**config.mk**
```make
export PLATFORM = sky130hd
export DESIGN_NAME = seq_mult
export DESIGN_NICKNAME = d
export VERILOG_FILES = /design/src/rtl/mult_pkg.sv /design/src/rtl/seq_mult_dp.sv /design/src/rtl/seq_mult.sv
export SDC_FILE = /design/constraint.sdc
export NUM_CORES = 1
export LEC_CHECK = 0
export BUFFER_PORTS_ARGS = -buffer_cell sky130_fd_sc_hd__buf_2
export CORE_MARGIN = 10
export CORE_UTILIZATION = 62
export DETAILED_ROUTE_END_ITERATION = 8
export PLACE_DENSITY_LB_ADDON = 0.05
export SLEW_MARGIN = 20
export SYNTH_ARGS = -nofsm -noshare
export SYNTH_HDL_FRONTEND = slang
export SYNTH_HIERARCHICAL = 1
export SYNTH_SLANG_ARGS = --single-unit
```
**constraint.sdc**
```tcl
create_clock -name clk -period 6.25 [get_ports clk]
set_input_delay 0.3125 -clock clk [delete_from_list [all_inputs] [get_ports clk]]
set_output_delay 0.3125 -clock clk [all_outputs]
set_load 0.03 [all_outputs]
```
**src/rtl/mult_pkg.sv**
```systemverilog
// Shared types and helpers for the sequential shift-add multiplier.
package mult_pkg;

  typedef enum logic [1:0] {IDLE, BUSY, DONE} state_t;

  localparam logic MODE_UNSIGNED = 1'b0;
  localparam logic MODE_SIGNED   = 1'b1;

  // Magnitude of a w-bit two's-complement value carried in the low bits of v.
  // The most-negative value maps to its unsigned magnitude 2^(w-1).
  function automatic logic [31:0] abs_w(input logic [31:0] v, input int w);
    logic [63:0] mask;
    logic [31:0] neg;
    mask = (64'd1 << w) - 64'd1;
    neg  = ~v + 32'd1;
    if (v[w-1]) abs_w = neg & mask[31:0];
    else        abs_w = v & mask[31:0];
  endfunction

endpackage

```
**src/rtl/seq_mult_dp.sv**
```systemverilog
// Shift-add datapath: operand magnitudes, accumulator, one WIDTH-bit adder, final sign fix-up.
// prod is registered on the last iteration and otherwise held.
module seq_mult_dp
  import mult_pkg::*;
#(
  parameter int WIDTH = 8
) (
  input  logic               clk,
  input  logic               rst_n,
  input  logic               load,
  input  logic               step,
  input  logic               last,
  input  logic [WIDTH-1:0]   X,
  input  logic [WIDTH-1:0]   Y,
  input  logic               signed_mode,
  output logic [2*WIDTH-1:0] prod
);

  logic [WIDTH-1:0]   mcand;
  logic [2*WIDTH-1:0] acc;
  logic [2*WIDTH-1:0] acc_nxt;
  logic [WIDTH:0]     sum;
  logic [WIDTH-1:0]   xmag;
  logic [WIDTH-1:0]   ymag;
  logic               neg;

  always_comb begin
    xmag = X;
    ymag = Y;
    if (signed_mode == MODE_SIGNED) begin
      xmag = WIDTH'(abs_w(32'(X), WIDTH));
      ymag = WIDTH'(abs_w(32'(Y), WIDTH));
    end
  end

  // Upper half plus multiplicand keeps its carry, which shifts into the top bit.
  always_comb begin
    sum     = {1'b0, acc[2*WIDTH-1:WIDTH]} + (acc[0] ? {1'b0, mcand} : '0);
    acc_nxt = {sum, acc[WIDTH-1:1]};
  end

  always_ff @(posedge clk or negedge rst_n) begin
    if (!rst_n) begin
      mcand <= '0;
      acc   <= '0;
      neg   <= 1'b0;
      prod  <= '0;
    end else if (load) begin
      mcand <= xmag;
      acc   <= {{WIDTH{1'b0}}, ymag};
      neg   <= (signed_mode == MODE_SIGNED) && (X[WIDTH-1] ^ Y[WIDTH-1]);
    end else if (step) begin
      acc <= acc_nxt;
      if (last) prod <= neg ? (~acc_nxt + 1'b1) : acc_nxt;
    end
  end

endmodule

```
**src/rtl/seq_mult.sv**
```systemverilog
// WIDTH x WIDTH sequential multiplier with valid/ready on both sides.
// Result appears WIDTH+1 edges after acceptance (counting the accepting edge) and is held until taken.
module seq_mult
  import mult_pkg::*;
#(
  parameter  int WIDTH = 8,
  localparam int CNT_W = $clog2(WIDTH + 1)
) (
  input  logic               clk,
  input  logic               rst_n,
  input  logic               in_valid,
  output logic               in_ready,
  input  logic [WIDTH-1:0]   X,
  input  logic [WIDTH-1:0]   Y,
  input  logic               signed_mode,
  output logic               out_valid,
  input  logic               out_ready,
  output logic [2*WIDTH-1:0] out,
  output logic               busy
);

  state_t           state;
  state_t           state_nxt;
  logic [CNT_W-1:0] cnt;
  logic             load;
  logic             step;
  logic             last;

  always_ff @(posedge clk or negedge rst_n) begin
    if (!rst_n) begin
      state <= IDLE;
      cnt   <= '0;
    end else begin
      state <= state_nxt;
      if (load)      cnt <= '0;
      else if (step) cnt <= cnt + 1'b1;
    end
  end

  always_comb begin
    state_nxt = state;
    load      = 1'b0;
    step      = 1'b0;
    last      = 1'b0;
    case (state)
      IDLE: begin
        if (in_valid) begin
          load      = 1'b1;
          state_nxt = BUSY;
        end
      end
      BUSY: begin
        step = 1'b1;
        if (cnt == CNT_W'(WIDTH - 1)) begin
          last      = 1'b1;
          state_nxt = DONE;
        end
      end
      DONE: begin
        if (out_ready) state_nxt = IDLE;
      end
      default: state_nxt = IDLE;
    endcase
  end

  assign in_ready  = (state == IDLE);
  assign out_valid = (state == DONE);
  assign busy      = (state != IDLE);

  seq_mult_dp #(.WIDTH(WIDTH)) u_dp (
    .clk        (clk),
    .rst_n      (rst_n),
    .load       (load),
    .step       (step),
    .last       (last),
    .X          (X),
    .Y          (Y),
    .signed_mode(signed_mode),
    .prod       (out)
  );

endmodule

```
# Word level (Yosys, flattened, before mapping)
# Cells that the tools add are included.
op_classes:
  eq_ne: 6
  n_addsub: 5
  mux: 19
  n_reduce_logical: 6
  bitwise: 5
ops:
  columns: ["cell", "n"]
  rows:
  - ["$mux W16", 3]
  - ["$mux W8", 5]
  - ["$add A16 B1 Y16 const B", 1]
  - ["$add A8 B1 Y8 const B", 2]
  - ["$not A16 Y16", 1]
  - ["$not A8 Y8", 2]
  - ["$add A8 B9 Y9", 1]
  - ["$mux W4", 2]
  - ["$mux W2", 3]
  - ["$pmux W2 S3", 1]
  - ["$reduce_and A3 Y1", 2]
  - ["$mux W1", 5]
  - ["$add A4 B1 Y4 const B", 1]
  - ["$eq A4 B3 Y1 const B", 1]
  - ["$ne A2 B2 Y1 const B", 2]
  - ["$reduce_bool A2 Y1", 2]
  - ["$eq A2 B1 Y1 const B", 1]
  - ["$eq A2 B2 Y1 const B", 1]
  - ["$logic_not A2 Y1", 1]
  - ["$ne A2 B1 Y1 const B", 1]
  - ["$logic_and A1 B1 Y1", 1]
  - ["$not A1 Y1", 1]
  - ["$xor A1 B1 Y1", 1]
totals:
  out_inout_bits: 19
  elab_cells: 47
  in_bits: 21
  reg_bits: 47

# Logic depth before layout (Yosys ltp)
# Gate-level depths: netlist of run 1.
depth:
  ltp_word: 5
  depth_mapped: 10

# Hierarchy
# The synthesis of run 1 kept the hierarchy.
modules_own_cells:
  columns: ["mod", "instances", "cells_each", "area_per_inst_um2"]
  rows:
  - ["seq_mult_dp", 1, 296, 2637.5]
  - ["seq_mult", 1, 30, 301.5]

# Worst setup path before layout of run 1
# Ideal clock, no wire load.
synth_timing:
  path_type: "register -> register"
  from: "reg u_dp.acc[0]"
  to: "reg u_dp.prod[14]"
  path_stages_with_launch: 10
  t_arrival_ns: 2.570
  required_ns: 6.128
  slack_ns: 3.559
  setup_ns: 0.122
  n_path_buf: 0
  cell_sequence: "dfrtp_1 > and2_1 > ha_1 > fa_1 > xnor2_1 > nand2_1 > or3_1 > a2111oi_0 > mux2i_1 > nand2_1"
synth_via:
  elab_chain_len: 5
synth_lines:
  columns: ["item", "line_no", "text"]
  rows:
  - ["from (decl)", "seq_mult_dp.sv:20", "logic [2*WIDTH-1:0] acc;"]
  - ["from (signal assigned)", "seq_mult_dp.sv:50", "acc <= {{WIDTH{1'b0}}, ymag};"]
  - ["from (signal assigned)", "seq_mult_dp.sv:53", "acc <= acc_nxt;"]
  - ["$mux W8 *", "seq_mult_dp.sv:38", "sum = {1'b0, acc[2*WIDTH-1:WIDTH]} + (acc[0] ? {1'b0, mcand} : '0);"]
  - ["$add A8 B9 Y9 *", "seq_mult_dp.sv:38", null]
  - ["$not A16 Y16", "seq_mult_dp.sv:54", "if (last) prod <= neg ? (~acc_nxt + 1'b1) : acc_nxt;"]
  - ["$add A16 B1 Y16", "seq_mult_dp.sv:54", null]
  - ["$mux W16 *", "seq_mult_dp.sv:54", null]
  - ["to (signal assigned)", "seq_mult_dp.sv:54", null]
  - ["to (decl)", "seq_mult_dp.sv:16", "output logic [2*WIDTH-1:0] prod"]
# Mark *: on every way between the ends. The rest lies on a longest branch, timed or not.
# A chain may end at the register's enable or synchronous reset.

# Final worst setup path of run 1
layout_timing:
  from: "reg state[1]"
  to: "reg u_dp.prod[14]"
layout_via:
  elab_cells_between_ends: 7
layout_lines:
  columns: ["item", "line_no", "text"]
  rows:
  - ["from (decl)", "seq_mult.sv:22", "state_t state;"]
  - ["from (signal assigned)", "seq_mult.sv:34", "state <= state_nxt;"]
  - ["$eq A2 B1 Y1", "seq_mult.sv:45", "case (state)"]
  - ["$mux W1", "seq_mult.sv:45", null]
  - ["net step", "seq_mult.sv:26", "logic step;"]
  - ["$reduce_and A3 Y1 (no source line)", null, null]
# The timed path passes the listed nets, and every way through them passes these cells.

==> impl_results.md, run 1 <==
- Slew @ Worst Pin: 1040 ps
- Share of layout cells above drive strength 1: 16.0%
- Setup violators final: 0
- Max-cap viol count: 0
- Antenna Nets Post-Route: 0
- Reg2reg end: u_dp/prod[14]
- Initial Util: 65.7%
- Post-CTS Hold Buffers: 0
- Period utilization: 48.7%
- CP delay by family, top: simple AND/OR/NAND/NOR gates
- Post-synth top flop: dfrtp_1
- Clock Pin Slew Worst Setup and Hold Paths: 90 ps
- Syn Area/Cell: 9.02 µm²
- Post-DR vias/cell: 5.73
- Largest stage delay, worst path: 930 ps
- Synth area leader: dfrtp_1
- Post-Syn Area: 2940 µm²
- Largest family of logic cells by synthesized area: simple AND/OR/NAND/NOR gates
- Resize count post-CTS: 0
- H-Tree Depth: 2
- Share of the synthesized area in the top cell type: 40.0%
- WP buf/inv: 2
- Routability congestion estimate: 0.903
- Largest cells by area after synthesis: dfrtp_1, mux2i_1, ha_1
- RSZ-0062 raised after global routing: no
- Crit. End Element: flop
- First-pass GRT wire length: 9970 µm
- R2R setup slack: 3200 ps
- Setup CP Type: flop to flop
- Post-synthesis xor/xnor area fraction: 7.15%
- Setup TNS: 0 ps
- Post-Route Skew: 6.54 ps
- Logic gate share of total power: 58.9%
- Dpl cell area: 3170 µm²
- Area of the multi-input gates: 1670 µm²
- Reg2reg path depth: 8
- Post-synth EDFFs: 0
- Cell chain of the critical path: nand2b_2 > inv_1 > nand3b_1 > inv_1 > nand2_1 > and4b_1 > mux2i_1 > nand2_1
- Final instance area: 3250 µm²
- Hold Path Class: primary input to asynchronous set/reset pin
- Antenna Cells: 0
- Switching Fraction: 47.4%
- Final min period: 3050 ps
- CTS root buf: clkbuf_8
- Fin nets: 396
- Leak Pwr: 1.57 nW
- Worst skew pair latency: 290 ps
- Max_slew headroom: 30.6%
- Largest net degree at the start of global routing: 48
- Post-synthesis cell type count: 46
- DR WL/cell: 14.2 µm
- Yosys warnings: 6
- Post-synthesis sequential area ratio: 40.0%
- CP Data Required Time: 6480 ps
- Post-synthesis compound-gate area fraction: 16.7%
- Power per cell area: 560 nW/µm²
- Sequential power share: 31.3%
- Asr flop ratio synth: 100%
- GRT Total Usage: 15.4%
- Internal power: 0.957 mW
- Die width: 88.9 µm
- I/O pin cnt: 40
- Clk pwr share: 9.8%
- Die footprint: 7890 µm²
- Critical path's slowest cell: nand3b_1
- 1st-iter DRT viols: 159
- CP Launch Type: flop
- Final Max Slew Viols: 0
- GRT overflow: 0
- Core Footprint: 4470 µm²
- Synth-to-Final Area Change: 10.7%
- CP Max Fanout: 33
- Die Span Y: 88.9 µm
- Peak VDD IR: 0.000339 V
- Hold_ws: 18.3 ps
- Floorplan row count: 24
- Filler cells: 357
- Worst reg2reg path startpoint: state[1]
- Initial antenna violation count: 0
- WL final: 5890 µm
- Fmax: 0.328 GHz
- Post-synthesis mux area share: 6.90%
- Count of final hold-check violations: 0
- Clock sink count: 47
- DRT Pass-1 Iters: 4
- Switching Power: 0.864 mW
- Register area: 1180 µm²
- Clk buf depth: 2
- WP data arrival: 3280 ps
- Total chip power: 1.82 mW
- Port bufs: 39
- Post-CTS Setup Inserts: 0
- Area share of fa/ha/maj cells after synthesis: 5.79%
- CTS tree: done
- Total number of vias: 2,379
- Status: finished, final reports clean
- Vias in the first global route: 2,219
- Simple-Gate Fraction of Synth Area: 20.1%
- Mapped Cells: 326
- Post-Syn Nets: 360
- Post-route DRC: 0
- TritonCTS Buffers: 5
- HPWL reported at the end of detailed placement: 4380 µm
- #FFs+latches synth: 47
## kinds of logic after synthesis
kind of cell | after synthesis
and+or+nand+nor | 120
AOI/OAI and AO/OA | 76
DFF | 47
buffers and inverters | 26
xor gates and xnor gates | 24
muxes | 20
adders and majority gates | 13
## area by class of cell
cell class	count	share of cell area, %
tap	52	2.00
clock buffer	6	2.23
clock inverter	2	0.385
sequential	47	36.2
multi-input combinational	253	51.2
inverter	15	1.73
timing repair buffer	40	6.31
## Yosys cell counts (all sizes together), types with 4 or more instances
master / number
o31ai: 6
clkbuf: 9
a21o: 4
xor2: 15
nor3: 5
nand2: 34
o21ai: 28
and2: 11
a21oi: 15
nor2: 35
inv: 15
mux2i: 18
or3: 8
dfrtp: 47
a211oi: 6
nand3: 11
ha: 12
xnor2: 9
## power by group through the flow
stage	clock, mW	sequential [mW]	combinational, mW
floorplan	0	0.631	0.763
global placement	0	0.569	1.04
detailed placement	0	0.576	1.06
CTS	0.186	0.571	1.07
global route	0.197	0.595	1.20
finish	0.179	0.570	1.07
## how the worst max path moves through the flow
stage               endpoint        start  depth (start not counted)  slack, ps
3_5_place_dp   u_dp/prod[14]     state[1]                          8       3230
3_3_place_gp   u_dp/prod[15]     state[1]                          5       3310
4_1_cts        u_dp/prod[14]     state[1]                          8       3180
6_report       u_dp/prod[14]     state[1]                          8       3200
2_1_floorplan  u_dp/prod[14]  u_dp/acc[0]                          9       3560
5_1_grt        u_dp/prod[14]     state[1]                          8       2880
## cell usage in the layout, fill, tap and decap left out, types with 3 or more instances in the layout
master / n
nand2_1: 34
a21o_1: 4
ha_1: 12
mux2i_1: 18
nor2_1: 35
clkbuf_8: 5
and2_1: 11
or3_1: 5
inv_1: 15
nor3_1: 5
a22oi_1: 3
o31ai_1: 6
dfrtp_1: 47
nand3_1: 11
or3_4: 3
buf_2: 38
xor2_1: 15
a21oi_1: 15
a211oi_1: 6
xnor2_1: 9
o21ai_0: 28
## flip-flops by register name, summed over array words and instances, names as in the netlist
signal / count
cnt: 4
state: 2
u_dp/acc: 16
u_dp/mcand: 8
u_dp/neg: 1
u_dp/prod: 16
## through the flow
step                      instances  util, %  setup slack, ps
after floorplan                 326        -             3560
after global placement          407     70.7             3310
after detailed placement        407     70.7             3230
after CTS                       415     72.7             3180
after global routing            415     72.7             2880
final                           415     72.7             3200
## worst register-to-register path: cells and delay by family (launching register included)
| kind | cells | cell delay [ps] |
|---|---|---|
| flip-flops | 1 | 410 |
| multiplexers | 1 | 60 |
| buffers and inverters | 2 | 910 |
| AND/OR/NAND/NOR | 5 | 1600 |
## per-layer routing
metal	vias to the layer above	routed length, µm	global-route usage [%]	part of all wire, %
met3	4	270	3.31	4.6
met4	0	42	3.82	0.71
met5	-	0	0	0
li1	1219	-	-	-
met1	1095	3040	22.9	52
met2	61	2540	22.1	43
Power figures use the tool's default switching activity.
==> run 2, diff against run 1 <==
--- a/config.mk
+++ b/config.mk
@@ -5,9 +5,10 @@
 export SDC_FILE = /design/constraint.sdc
 export NUM_CORES = 1
 export LEC_CHECK = 0
+export ABC_AREA = 1
 export BUFFER_PORTS_ARGS = -buffer_cell sky130_fd_sc_hd__buf_2
 export CORE_MARGIN = 10
-export CORE_UTILIZATION = 62
+export CORE_UTILIZATION = 52
 export DETAILED_ROUTE_END_ITERATION = 8
 export PLACE_DENSITY_LB_ADDON = 0.05
 export SLEW_MARGIN = 20
==> constraint.sdc (replaced) <==
create_clock -name clk -period 2.72 [get_ports clk]
set_input_delay 0.136 -clock clk [delete_from_list [all_inputs] [get_ports clk]]
set_output_delay 0.136 -clock clk [all_outputs]
set_load 0.03 [all_outputs]
==> run 2 against run 1 <==
  * Sequential share of layout area down 1.5 points
  * Die area up 16%
  * Fmax up 30%
  * Synthesized cell count up 23%
==> impl_results.md, run 2 <==
- Period utilization: 86.4% (+38 points)
- TritonCTS Buffers: 5 (unchanged)
- Sequential power share: 31.8% (+0.5 points)
- Share of layout cells above drive strength 1: 17.2% (+1.2 points)
- Antenna Nets Post-Route: 0 (unchanged)
- CP Max Fanout: 9 (-73%)
- Switching Power: 1.71 mW (+98%)
- Max-cap viol count: 0 (unchanged)
- Fin nets: 475 (+20%)
- Final Max Slew Viols: 0 (unchanged)
- CTS root buf: clkbuf_8
- Setup violators final: 0 (unchanged)
- Count of final hold-check violations: 0 (unchanged)
- Yosys warnings: 6 (unchanged)
- Post-route DRC: 0 (unchanged)
- 1st-iter DRT viols: 91 (-43%)
- Peak VDD IR: 0.000512 V (+51%)
- H-Tree Depth: 2 (unchanged)
- Most frequent cells in the layout: nand2_1, inv_1, dfrtp_1, buf_2, o21ai_0
- Post-synthesis cell type count: 38 (-17%)
- Total number of vias: 2,605 (+9.5%)
- Initial Util: 54.1% (-12 points)
- Post-Syn Area: 3000 µm² (+1.9%)
- Post-Syn Nets: 435 (+21%)
- Clk pwr share: 16.3% (+6.5 points)
- R2R setup slack: 370 ps (-2830 ps)
- Clk buf depth: 2 (unchanged)
- Post-DR vias/cell: 5.07 (-12%)
- Post-synthesis sequential area ratio: 39.3% (-0.75 points)
- Final min period: 2350 ps (-696 ps)
- Setup TNS: 0 ps (unchanged)
- CP Launch Type: flop
- Status: finished, final reports clean
- CP Data Required Time: 2920 ps (-3560 ps)
- Asr flop ratio synth: 100% (unchanged)
- Logic gate share of total power: 51.8% (-7.1 points)
- Count leader, synth: nand2_1
- Routability congestion estimate: 0.835 (-7.6%)
- #FFs+latches synth: 47 (unchanged)
- Biggest regs: u_dp/acc (16), u_dp/prod (16), u_dp/mcand (8)
- Leak Pwr: 1.85 nW (+18%)
- Antenna Cells: 0 (unchanged)
- WP data arrival: 2550 ps (-730 ps)
- Post-synth EDFFs: 0 (unchanged)
- GRT overflow: 0 (unchanged)
- Most common cell after layout, fill and taps aside: nand2_1
- Switching Fraction: 46.1% (-1.3 points)
- Post-synth top flop: dfrtp_1
- HPWL reported at the end of detailed placement: 5100 µm (+16%)
- Largest net degree at the start of global routing: 48 (unchanged)
- Worst skew pair latency: 310 ps (+20 ps)
- Hold Path Class: primary input to flop
- CTS tree: done
- Post-Route Skew: 11.9 ps (+5.39 ps)
- Die Span Y: 95.9 µm (+7.9%)
- Crit. End Element: flop
- RSZ-0062 raised after global routing: no
- Port bufs: 39 (unchanged)
- Floorplan row count: 27 (+13%)
- Area of the multi-input gates: 1560 µm² (-6.4%)
- Synth-to-Final Area Change: 13.2%
- Inst Count DP: 505 (+24%)
- Post-Layout Cell Count: 514 (+24%)
- Synth top cells by count: nand2_1, inv_1, dfrtp_1, o21ai_0, nand3_1
- DR WL/cell: 12.4 µm (-13%)
- Fmax: 0.425 GHz (+30%)
- Largest cells by area after synthesis: dfrtp_1, nand2_1, o21ai_0
- GRT Total Usage: 15.1% (-0.33 points)
- Setup CP Type: flop to flop
- Register area: 1180 µm² (unchanged)
- First-pass GRT wire length: 11,100 µm (+11%)
- Synth area leader: dfrtp_1
- Syn Area/Cell: 7.47 µm² (-17%)
- Clock sink count: 47 (unchanged)
- Core Footprint: 5540 µm² (+24%)
- Internal power: 2.00 mW (+110%)
- Initial antenna violation count: 0 (unchanged)
- Clock Pin Slew Worst Setup and Hold Paths: 80 ps (about the same)
- DRT Pass-1 Iters: 4 (unchanged)
- Max_slew headroom: 61.7% (+31 points)
- WL final: 6350 µm (+7.8%)
- Vias in the first global route: 2,496 (+12%)
- Filler cells: 531 (+49%)
- Mapped Cells: 401 (+23%)
- I/O pin cnt: 40 (unchanged)
- Die footprint: 9200 µm² (+16%)
- Die width: 95.9 µm (+7.9%)
- Slew @ Worst Pin: 574 ps (-464 ps)
- Share of the synthesized area in the top cell type: 39.3% (-0.75 points)
- Power per cell area: 1100 nW/µm² (+96%)
==> run 2: cell types whose count changed after synthesis, moves of 11 or more <==
cell,change
nand2_1,+80
mux2i_1,-18
nand2_2,+11
nand3_1,+16
inv_1,+35
nor2_1,-13
and2_1,-11
==> run 2: power groups by stage <==
stage / clock [mW] / combinational [mW] / sequential [mW]
final: 0.607 / 1.93 / 1.18
after global routing: 0.656 / 2.20 / 1.23
after CTS: 0.626 / 1.94 / 1.18
after detailed placement: 0 / 1.93 / 1.20
after global placement: 0 / 1.90 / 1.19
after floorplan: 0 / 1.36 / 1.32
==> run 2: stage by stage <==
step	power, mW	setup WS (ps)	utilization [%]	hold slack, ps	cell area, µm²
2_1_floorplan	2.68	500	-	-160	3000
3_3_place_gp	3.09	446	58.5	340	3240
3_5_place_dp	3.13	375	58.5	343	3240
4_1_cts	3.75	355	61.0	5.99	3380
5_1_grt	4.09	75.4	61.2	9.77	3390
6_report	3.72	370	61.2	16.0	3390
==> run 2: final timing paths <==
check | from | endpoint | cells past startpoint
worst max-delay path | u_dp/acc[0] | u_dp/prod[15] | 14
worst min-delay path | out_ready | state[1] | 2
worst max register to register | u_dp/acc[0] | u_dp/prod[15] | 14
min in group asynchronous | rst_n | u_dp/prod[0] | 2
worst min register to register | u_dp/prod[14] | u_dp/prod[14] | 2
max in group asynchronous | rst_n | u_dp/acc[9] | 2
==> run 2: kinds of logic after synthesis <==
family	after synthesis	synth area share [%]
fa+ha+maj	13	5.68
xor+xnor	17	4.97
flops	47	39.3
buf+inv	65	8.69
simple gates	194	28.5
compound gates	65	12.9
==> run 2: layout make-up <==
class                   instances  share of cell area (%)
well taps                      72                    2.66
clock inverters                 3                    1.99
multi-input cells             289                    46.0
flip-flops and latches         47                    34.7
repair buffers                 41                    6.35
inverters                      57                    6.31
clock buffers                   5                    2.03
==> run 2: timing repair <==
item	4_1_cts	5_1_grt
endpoints found under the hold margin	0	47
hold buffers	0	1
setup buffers	0	0
gates resized for setup	0	0
setup endpoints to repair	0	0
==> run 2: metal layers <==
layer | global-route usage [%] | up-vias | share of wire [%]
met1 | 19.1 | 1175 | 46
met4 | 4.79 | 0 | 1.3
met5 | 0 | - | 0
li1 | - | 1369 | -
met2 | 25.0 | 53 | 47
met3 | 3.58 | 8 | 6.0
==> run 2: worst max-delay path, cell delays in order, from the launching register on <==
cell	delay, ps
dfrtp_1	460
nand2_1	90
inv_1	40
ha_1	210
fa_1	500
nor2_1	190
nand2_2	80
nor2_1	130
nand2_1	80
nor2_1	100
nand2_1	90
nand2_2	70
nand3_1	70
nand3_1	90
nand2_1	50
